### src/rtl/mem_stage.sv
// DLX memory-access stage: big-endian byte/half/word loads and stores over a
// req/ack data-memory port. Optional access watchdog: MEM_TIMEOUT_EN.
module mem_stage #(
  parameter int unsigned TIMEOUT = 16
) (
  input  logic        clock,
  input  logic        reset,
  input  logic [0:31] alu_in,
  input  logic [0:31] mem_data_in,
  input  logic        cond_in,
  input  logic [0:5]  op_in,
  input  logic [0:5]  fc_in,
  input  logic [0:4]  dreg_in,
  input  logic        stall_in,
  output logic [0:31] dmem_addr,
  output logic [0:31] dmem_wdata,
  output logic [0:3]  dmem_be,
  output logic        dmem_we,
  output logic        dmem_req,
  input  logic [0:31] dmem_rdata,
  input  logic        dmem_ack,
  output logic [0:31] wb_data,
  output logic [0:5]  op_out,
  output logic [0:5]  fc_out,
  output logic [0:4]  dreg_out,
  output logic        stall_out,
  output logic        branch_taken,
  output logic [0:31] branch_target,
  output logic        misalign,
  output logic        mem_busy,
  output logic        mem_fault
);

  localparam logic [0:0] IDLE = 1'b0;
  localparam logic [0:0] WAIT = 1'b1;

  localparam logic [0:5] OP_BEQZ = 6'b000100;
  localparam logic [0:5] OP_BNEZ = 6'b000101;
  localparam logic [0:5] OP_LB   = 6'b100000;
  localparam logic [0:5] OP_LH   = 6'b100001;
  localparam logic [0:5] OP_LBU  = 6'b100100;
  localparam logic [0:5] OP_LHU  = 6'b100101;
  localparam logic [0:5] OP_SB   = 6'b101000;
  localparam logic [0:5] OP_SH   = 6'b101001;

  logic [0:0]  state_q, state_d;
  logic [0:31] addr_q, addr_d;
  logic [0:31] wdata_q, wdata_d;
  logic [0:3]  be_q, be_d;
  logic        we_q, we_d;
  logic        req_q, req_d;
  logic [0:31] wb_q, wb_d;
  logic [0:5]  op_q, op_d;
  logic [0:5]  fc_q, fc_d;
  logic [0:4]  dreg_q, dreg_d;
  logic        stall_q, stall_d;
  logic        bt_q, bt_d;
  logic [0:31] btgt_q, btgt_d;
  logic        mis_q, mis_d;
  logic        fault_q, fault_d;
  logic [0:1]  off_q, off_d;
  logic [0:31] alu_q, alu_d;
`ifdef MEM_TIMEOUT_EN
  logic [7:0]  cnt_q, cnt_d;
`endif

  logic [0:1]  off;
  logic        is_ld;
  logic        is_st;
  logic        is_mem;
  logic        is_b;
  logic        is_h;
  logic        is_w;
  logic        is_br;
  logic        mis;
  logic [0:3]  be_n;
  logic [0:31] wd_n;
  logic [0:31] ld_fmt;

  assign off = alu_in[30:31];

  // Lane select and sign/zero extension of returned read data.
  function automatic logic [0:31] fmt_load(
    input logic [0:5]  op,
    input logic [0:1]  o,
    input logic [0:31] rd
  );
    logic [0:7]  b;
    logic [0:15] h;
    logic [0:31] r;
    case (o)
      2'd0:    b = rd[0:7];
      2'd1:    b = rd[8:15];
      2'd2:    b = rd[16:23];
      default: b = rd[24:31];
    endcase
    h = o[0] ? rd[16:31] : rd[0:15];
    unique case (1'b1)
      op == OP_LB:  r = {{24{b[0]}}, b};
      op == OP_LBU: r = {24'h000000, b};
      op == OP_LH:  r = {{16{h[0]}}, h};
      op == OP_LHU: r = {16'h0000, h};
      default:      r = rd;
    endcase
    return r;
  endfunction

  // Decode access size, alignment, byte enables and steered store data.
  always_comb begin
    is_ld  = op_in[0:2] == 3'b100;
    is_st  = op_in[0:2] == 3'b101;
    is_mem = is_ld | is_st;
    is_b   = (op_in == OP_LB) | (op_in == OP_LBU)
           | (op_in == OP_SB);
    is_h   = (op_in == OP_LH) | (op_in == OP_LHU)
           | (op_in == OP_SH);
    is_w   = ~(is_b | is_h);
    is_br  = (op_in == OP_BEQZ) | (op_in == OP_BNEZ);
    mis    = (is_h & off[1]) | (is_w & (off != 2'b00));
    be_n   = 4'b1111;
    wd_n   = mem_data_in;
    unique case (1'b1)
      is_b: begin
        be_n = 4'b1000 >> off;
        wd_n = {4{mem_data_in[24:31]}};
      end
      is_h: begin
        be_n = off[0] ? 4'b0011 : 4'b1100;
        wd_n = {2{mem_data_in[16:31]}};
      end
      default: begin
        be_n = 4'b1111;
        wd_n = mem_data_in;
      end
    endcase
  end

  assign ld_fmt = fmt_load(op_q, off_q, dmem_rdata);

  // Next-state logic for the IDLE/WAIT access sequencer and all outputs.
  always_comb begin
    state_d = state_q;
    addr_d  = addr_q;
    wdata_d = wdata_q;
    be_d    = be_q;
    we_d    = we_q;
    req_d   = req_q;
    wb_d    = wb_q;
    op_d    = op_q;
    fc_d    = fc_q;
    dreg_d  = dreg_q;
    stall_d = stall_q;
    bt_d    = bt_q;
    btgt_d  = btgt_q;
    mis_d   = 1'b0;
    fault_d = 1'b0;
    off_d   = off_q;
    alu_d   = alu_q;
`ifdef MEM_TIMEOUT_EN
    cnt_d   = cnt_q;
`endif
    unique case (state_q)
      IDLE: begin
        if (stall_in) begin
          stall_d = 1'b1;
          bt_d    = 1'b0;
        end else if (is_mem && mis) begin
          mis_d   = 1'b1;
          stall_d = 1'b1;
          bt_d    = 1'b0;
        end else if (is_mem) begin
          state_d = WAIT;
          req_d   = 1'b1;
          we_d    = is_st;
          addr_d  = {alu_in[0:29], 2'b00};
          be_d    = be_n;
          wdata_d = wd_n;
          op_d    = op_in;
          fc_d    = fc_in;
          dreg_d  = dreg_in;
          off_d   = off;
          alu_d   = alu_in;
          stall_d = 1'b1;
          bt_d    = 1'b0;
`ifdef MEM_TIMEOUT_EN
          cnt_d   = 8'd0;
`endif
        end else begin
          wb_d    = alu_in;
          op_d    = op_in;
          fc_d    = fc_in;
          dreg_d  = dreg_in;
          stall_d = 1'b0;
          bt_d    = is_br & cond_in;
          if (is_br) btgt_d = alu_in;
        end
      end
      WAIT: begin
        if (dmem_ack) begin
          state_d = IDLE;
          req_d   = 1'b0;
          we_d    = 1'b0;
          stall_d = 1'b0;
          wb_d    = (op_q[0:2] == 3'b100) ? ld_fmt : alu_q;
        end
`ifdef MEM_TIMEOUT_EN
        else if (cnt_q + 8'd1 == 8'(TIMEOUT)) begin
          state_d = IDLE;
          req_d   = 1'b0;
          we_d    = 1'b0;
          stall_d = 1'b1;
          fault_d = 1'b1;
        end else begin
          cnt_d = cnt_q + 8'd1;
        end
`endif
      end
      default: state_d = IDLE;
    endcase
  end

  // State register; reset drops any outstanding request.
  always_ff @(negedge clock) begin
    if (reset) begin
      state_q <= IDLE;
      addr_q  <= '0;
      wdata_q <= '0;
      be_q    <= '0;
      we_q    <= 1'b0;
      req_q   <= 1'b0;
      wb_q    <= '0;
      op_q    <= '0;
      fc_q    <= '0;
      dreg_q  <= '0;
      stall_q <= 1'b1;
      bt_q    <= 1'b0;
      btgt_q  <= '0;
      mis_q   <= 1'b0;
      fault_q <= 1'b0;
      off_q   <= '0;
      alu_q   <= '0;
`ifdef MEM_TIMEOUT_EN
      cnt_q   <= '0;
`endif
    end else begin
      state_q <= state_d;
      addr_q  <= addr_d;
      wdata_q <= wdata_d;
      be_q    <= be_d;
      we_q    <= we_d;
      req_q   <= req_d;
      wb_q    <= wb_d;
      op_q    <= op_d;
      fc_q    <= fc_d;
      dreg_q  <= dreg_d;
      stall_q <= stall_d;
      bt_q    <= bt_d;
      btgt_q  <= btgt_d;
      mis_q   <= mis_d;
      fault_q <= fault_d;
      off_q   <= off_d;
      alu_q   <= alu_d;
`ifdef MEM_TIMEOUT_EN
      cnt_q   <= cnt_d;
`endif
    end
  end

  assign dmem_addr     = addr_q;
  assign dmem_wdata    = wdata_q;
  assign dmem_be       = be_q;
  assign dmem_we       = we_q;
  assign dmem_req      = req_q;
  assign wb_data       = wb_q;
  assign op_out        = op_q;
  assign fc_out        = fc_q;
  assign dreg_out      = dreg_q;
  assign stall_out     = stall_q;
  assign branch_taken  = bt_q;
  assign branch_target = btgt_q;
  assign misalign      = mis_q;
  assign mem_busy      = (state_q == WAIT);

`ifdef MEM_TIMEOUT_EN
  assign mem_fault = fault_q;
`else
  logic [31:0] unused_tmo;
  logic        unused_flt;
  assign unused_tmo = TIMEOUT;
  assign unused_flt = fault_q;
  assign mem_fault  = 1'b0;
`endif

endmodule
### config.mk
export PLATFORM = sky130hd
export DESIGN_NAME = mem_stage
export DESIGN_NICKNAME = d
export VERILOG_FILES = /design/src/rtl/mem_stage.sv
export SDC_FILE = /design/constraint.sdc
export NUM_CORES = 1
export LEC_CHECK = 0
export ABC_AREA = 0
export CAP_MARGIN = 20
export CORE_UTILIZATION = 45
export CTS_CLUSTER_DIAMETER = 30
export DETAILED_ROUTE_END_ITERATION = 16
export PLACE_DENSITY_LB_ADDON = 0.3
export SETUP_SLACK_MARGIN = 0.5
export SLEW_MARGIN = 20
export SYNTH_ARGS = -nofsm -noshare
export SYNTH_HDL_FRONTEND = slang
export SYNTH_SLANG_ARGS = --single-unit
### constraint.sdc
create_clock -name clock -period 2.6 [get_ports clock]
set_clock_uncertainty 0.2 [all_clocks]
set_input_delay 0.26 -clock clock [delete_from_list [all_inputs] [get_ports clock]]
set_output_delay 0.26 -clock clock [all_outputs]
set_load 0.02 [all_outputs]
==> results of run 1 <==
what timing repair did:
action | in CTS
endpoints found under the setup margin | 308
buffers inserted | 35
resized for setup | 1054
pin swaps | 52
gates cloned | 12
endpoints found under the hold margin | 0
logic make-up after synthesis:
family	count (synthesis)
AO/OA/AOI/OAI	299
buffers and inverters	140
AND/OR/NAND/NOR	357
multiplexers	32
other	1
flip-flops	155
XOR/XNOR	1
stage by stage:
stage               utilization [%]  worst slack (ns)  setup TNS (ns)  instances
global placement              74.82            -1.003         -150.07       1520
CTS                           88.78           -0.3347          -32.84       1753
detailed placement            74.82            -1.093         -157.53       1520
floorplan                         -           -0.5839          -51.68        987
routing by layer:
layer / GRT usage, % / overflow
met1: 85.67 / 7
met2: 114.3 / 558
met3: 73.24 / 8
met4: 106.3 / 203
met5: 31.94 / 4
Yosys cell counts, types with 3 or more instances:
library cell,number
nand2b_1,43
a21oi_1,123
dfxtp_1,155
clkbuf_1,74
a221o_1,9
a31o_2,16
nand3_1,17
o211ai_1,8
buf_2,8
buf_4,36
nor2_1,44
a221oi_1,3
o22ai_1,6
a211oi_1,18
o31ai_1,9
a311oi_1,13
nor2b_1,4
a41oi_1,8
a2111oi_0,6
a31oi_1,12
mux2i_1,30
nand4_1,8
nor3_1,3
inv_1,19
o21ai_0,40
nand2_1,220
a2bb2oi_1,6
==> metrics, run 1 <==
xor and xnor fraction of the mapped netlist area=less than 1%; Compound-Gate Fraction of Synth Area=about a quarter; Mapped Area=between 7000 and 8000 sq um; synth unique cells=61; Post-Synth Simple-Gate Area=between 20 and 25%; Site Rows=between 40 and 50; Yosys reg bits=around 160; GPL Wtd Cong=0.8921; top-level I/O count=274; syn avg cell area=7.746 sq um; post-synth top area share=40.67%; tool error=[ERROR GRT-0232] Routing congestion too high. Check the congestion heatmap in the GUI.; Die X=132.2 um; share of the yosys chip area belonging to registers=just over 40%; H-tree depth=4; Post-synth ARST share=0%; Clk Tree Root Cell=clkbuf_16; Post-Synth Adder-Cell Area=0%; Die Y=132.2 um; Longest Clk Path Bufs=2; Syn. warnings=0; largest net degree at the start of global routing=48; Failed at=global routing (5_1_grt); post-synthesis mux area share=4.231%; Num Clock Sinks=155; GRT Overall Usage=92.10%; Num CTS Buffers=17; # hold bufs at CTS=0; port bufs=270; DP Wirelength=just over 20 mm; Gate Count Post-Synth=985; top_reg_cell synth=dfxtp_1; Initial Utilization=~46%; largest family of logic cells by synthesized area=compound AO/OA/AOI/OAI gates; post-synth top area cell=dfxtp_1; EDFF count, synth=0; worst_ep grt=dmem_wdata[14]$_SDFFE_NP0P_/D; Worst EP Category=register data pin; area of placed instances=approximately 12000 sq um; status=stopped before the end; main area contributors after synthesis=dfxtp_1, nand2_1, a21oi_1; total grt overflow=780
==> run 2: changes to the inputs <==
CORE_UTILIZATION = 40   (was 45)
CTS_CLUSTER_DIAMETER = unset   (was 30)
PLACE_DENSITY_LB_ADDON = 0.15   (was 0.3)
SETUP_SLACK_MARGIN = unset   (was 0.5)
==> run 2 against run 1 <==
Effect of this change: the flow now finishes, with violations (negative setup slack); synthesized cell count unchanged; area after synthesis did not move.
==> metrics, run 2 <==
number of global-route vias before repair=approximately 10000; Final Non-Filler Cells=1864; pwr dens=503.9 nW/um^2; Critical Path End Type=register; worst slew pin tran=0.9195 ns; initial antenna violation count=0; DR pass1 iterations=6; fin worst setup slack=-0.3847 ns; total grt overflow=0; Worst Hold Endpoint=branch_target[11]$_SDFFE_NP0P_; CP peak stage delay=0.54 ns; Max-Slew Margin vs Limit=38.70%; setup repair after global routing missed its margin=yes; Site Rows=50 (+6.4%); Max Slew Vio Count=0; Setup CP Type=input port to register; syn avg cell area=7.746 sq um (unchanged); flop2flop setup slack=0 ns; H-tree depth=4 (unchanged); Hold Path Cell Cnt=2; worst path required time=1.51 ns; wire length per cell=22.16 um; top_reg_cell synth=dfxtp_1; Mapped Area=7630 sq um (unchanged); GRT Overall Usage=35.64%; Die Area=a little under 20000 sq um; post-synth top area share=40.67% (unchanged); Syn-to-layout area delta=107.1%; post-synth top area cell=dfxtp_1; min-delay src=branch_target[11]$_SDFFE_NP0P_; Crit path buffers/inverters=5; worst slack at placement=-1.110 ns (-0.01728 ns); Worst path depth=9; final setup violation count=304; Final Util=84.48%; Largest delay share family, worst path=buffers and inverters; Inserted Diodes=0; Max Cap Viol=0; status=complete, but fails checks; Clk Tree Root Cell=clkbuf_16; share of the yosys chip area belonging to registers=40.67% (unchanged); hold slack=0.2577 ns; GPL Wtd Cong=0.8811 (-1.2%); Syn. warnings=0 (unchanged); main area contributors after synthesis=dfxtp_1, nand2_1, a21oi_1; R2R Path Start=op_out[4]$_SDFFE_NP0P_; port bufs=270 (unchanged); EDFF count, synth=0 (unchanged); Longest Clk Path Bufs=2 (unchanged); Post-synth ARST share=0% (unchanged); Final Hold Vio Count=0; Initial Utilization=40.79% (-5.2 points); commonest cells after routing, fill and taps aside=buf_4, nand2_1, buf_6; first-pass GRT wire length=54.20 mm; Synth top cells by count=nand2_1, dfxtp_1, a21oi_1; via count=11020; min-delay worst type=register to register; Placeable Area=approximately 19000 sq um; r2r worst-path depth=6; crit path DAT=1.89 ns; DP Wirelength=20.20 mm (about the same); CP max FO=4; CTS tree=built; leakage power=roughly 7.0 nW; Clk Latency, worst-skew pair=~0.5 ns; layout net count=1735; Yosys reg bits=155 (unchanged); Gate Count Post-Synth=985 (unchanged); r2r endpoint=wb_data[31]$_SDFFE_NP0P_; DP Cell Count=1547 (+1.8%); Die X=140.1 um (+6.0%); Peak VDD IR=0.0004983 V; largest net degree at the start of global routing=48; Detail Route Antenna Nets=0; drt via density=5.912; Reg clk slew, reported paths=0.05 ns; Die Y=140.1 um (+6.0%); Critical-path top delay cell=or4b_4; DRC=0; area of placed instances=12030 sq um (-3.0%); cell area after layout=15800 sq um; synth unique cells=61 (unchanged); Starting DRT DRC Count=approximately 1100; DRT Wirelength=41.30 mm; count leader, synth=nand2_1; top-level I/O count=274 (unchanged); Num CTS Buffers=17 (unchanged); crit path cell chain=buf_6 > or4b_4 > a221oi_4 > buf_6 > buf_12 > buf_8 > buf_8 > o211ai_1 > a21oi_1; failing checks=negative setup slack; layout cells sized above 1=49.69%; # hold bufs at CTS=0 (unchanged); Setup crit start kind=input port; most common cell after layout, fill and taps aside=buf_4; Num Clock Sinks=155 (unchanged)
[run 2: cell counts after synthesis]
No cell type changed its count.
[run 2: tightest hold or removal path: stages, from the launching register on]
cell and delay, ns:
dfxtp_2 0.31, nand2_1 0.05, a21oi_1 0.05
[run 2: cells by family (layout without fill, tap and decap cells)]
| family | count (synthesis) | count (layout) | synth area share [%] |
|---|---|---|---|
| flops | 155 | 155 | 40.67 |
| simple gates | 357 | 357 | 20.66 |
| compound gates | 299 | 299 | 25.39 |
| xor+xnor | 1 | 1 | 0.1148 |
| mux | 32 | 32 | 4.231 |
| buf+inv | 140 | 783 | 8.888 |
| other cells | 1 | 3 | 0.04915 |
[run 2: worst max path at each step]
stage / startpoint / to
after floorplan: op_in[1] / alu_q[30]$_SDFFE_NP0P_
after global placement: op_in[1] / alu_q[0]$_SDFFE_NP0P_
after detailed placement: op_in[1] / dmem_wdata[17]$_SDFFE_NP0P_
after CTS: stall_in / dmem_wdata[11]$_SDFFE_NP0P_
after global routing: op_in[1] / dmem_wdata[7]$_SDFFE_NP0P_
final: op_in[1] / dmem_wdata[7]$_SDFFE_NP0P_
[run 2: per-layer routing]
layer	share of wire [%]	vias up	wire length (um)	global-route usage, %
met5	0	-	0	0
met4	6.8	0	2796	22.21
met3	10	248	4246	11.90
met2	48	876	19740	59.82
met1	35	5196	14510	38.84
li1	-	4700	-	-
[run 2: cell type report]
cell class | count | area, sq um
tap | 234 | 292.8
timing repair buffer | 578 | 6108
multi-input combinational | 692 | 4906
clock buffer | 17 | 425.4
sequential | 155 | 3304
clock inverter | 170 | 698.2
fill | 931 | 2903
inverter | 18 | 67.56
[run 2: power breakdown]
group,switching (W),internal (W)
logic,0.000889,0.000901
clock network,0.00203,0.00156
registers,0.0000788,0.00250
total,0.00300,0.00496
[run 2: timing repair]
action	in CTS	in global routing
gates cloned	16	4
setup buffers	57	68
pin swaps	44	55
gates resized for setup	1207	123
endpoints found under the setup margin	308	306
hold endpoints to repair	0	0
[run 2: stage by stage]
step / TNS, ns / power [W]
final: -41.53 / 0.007963
after global routing: -47.86 / 0.008274
after CTS: -28.21 / 0.007559
after detailed placement: -157.51 / 0.004265
after global placement: -151.15 / 0.004256
after floorplan: -51.05 / 0.003560
Power figures use the tool's default switching activity.
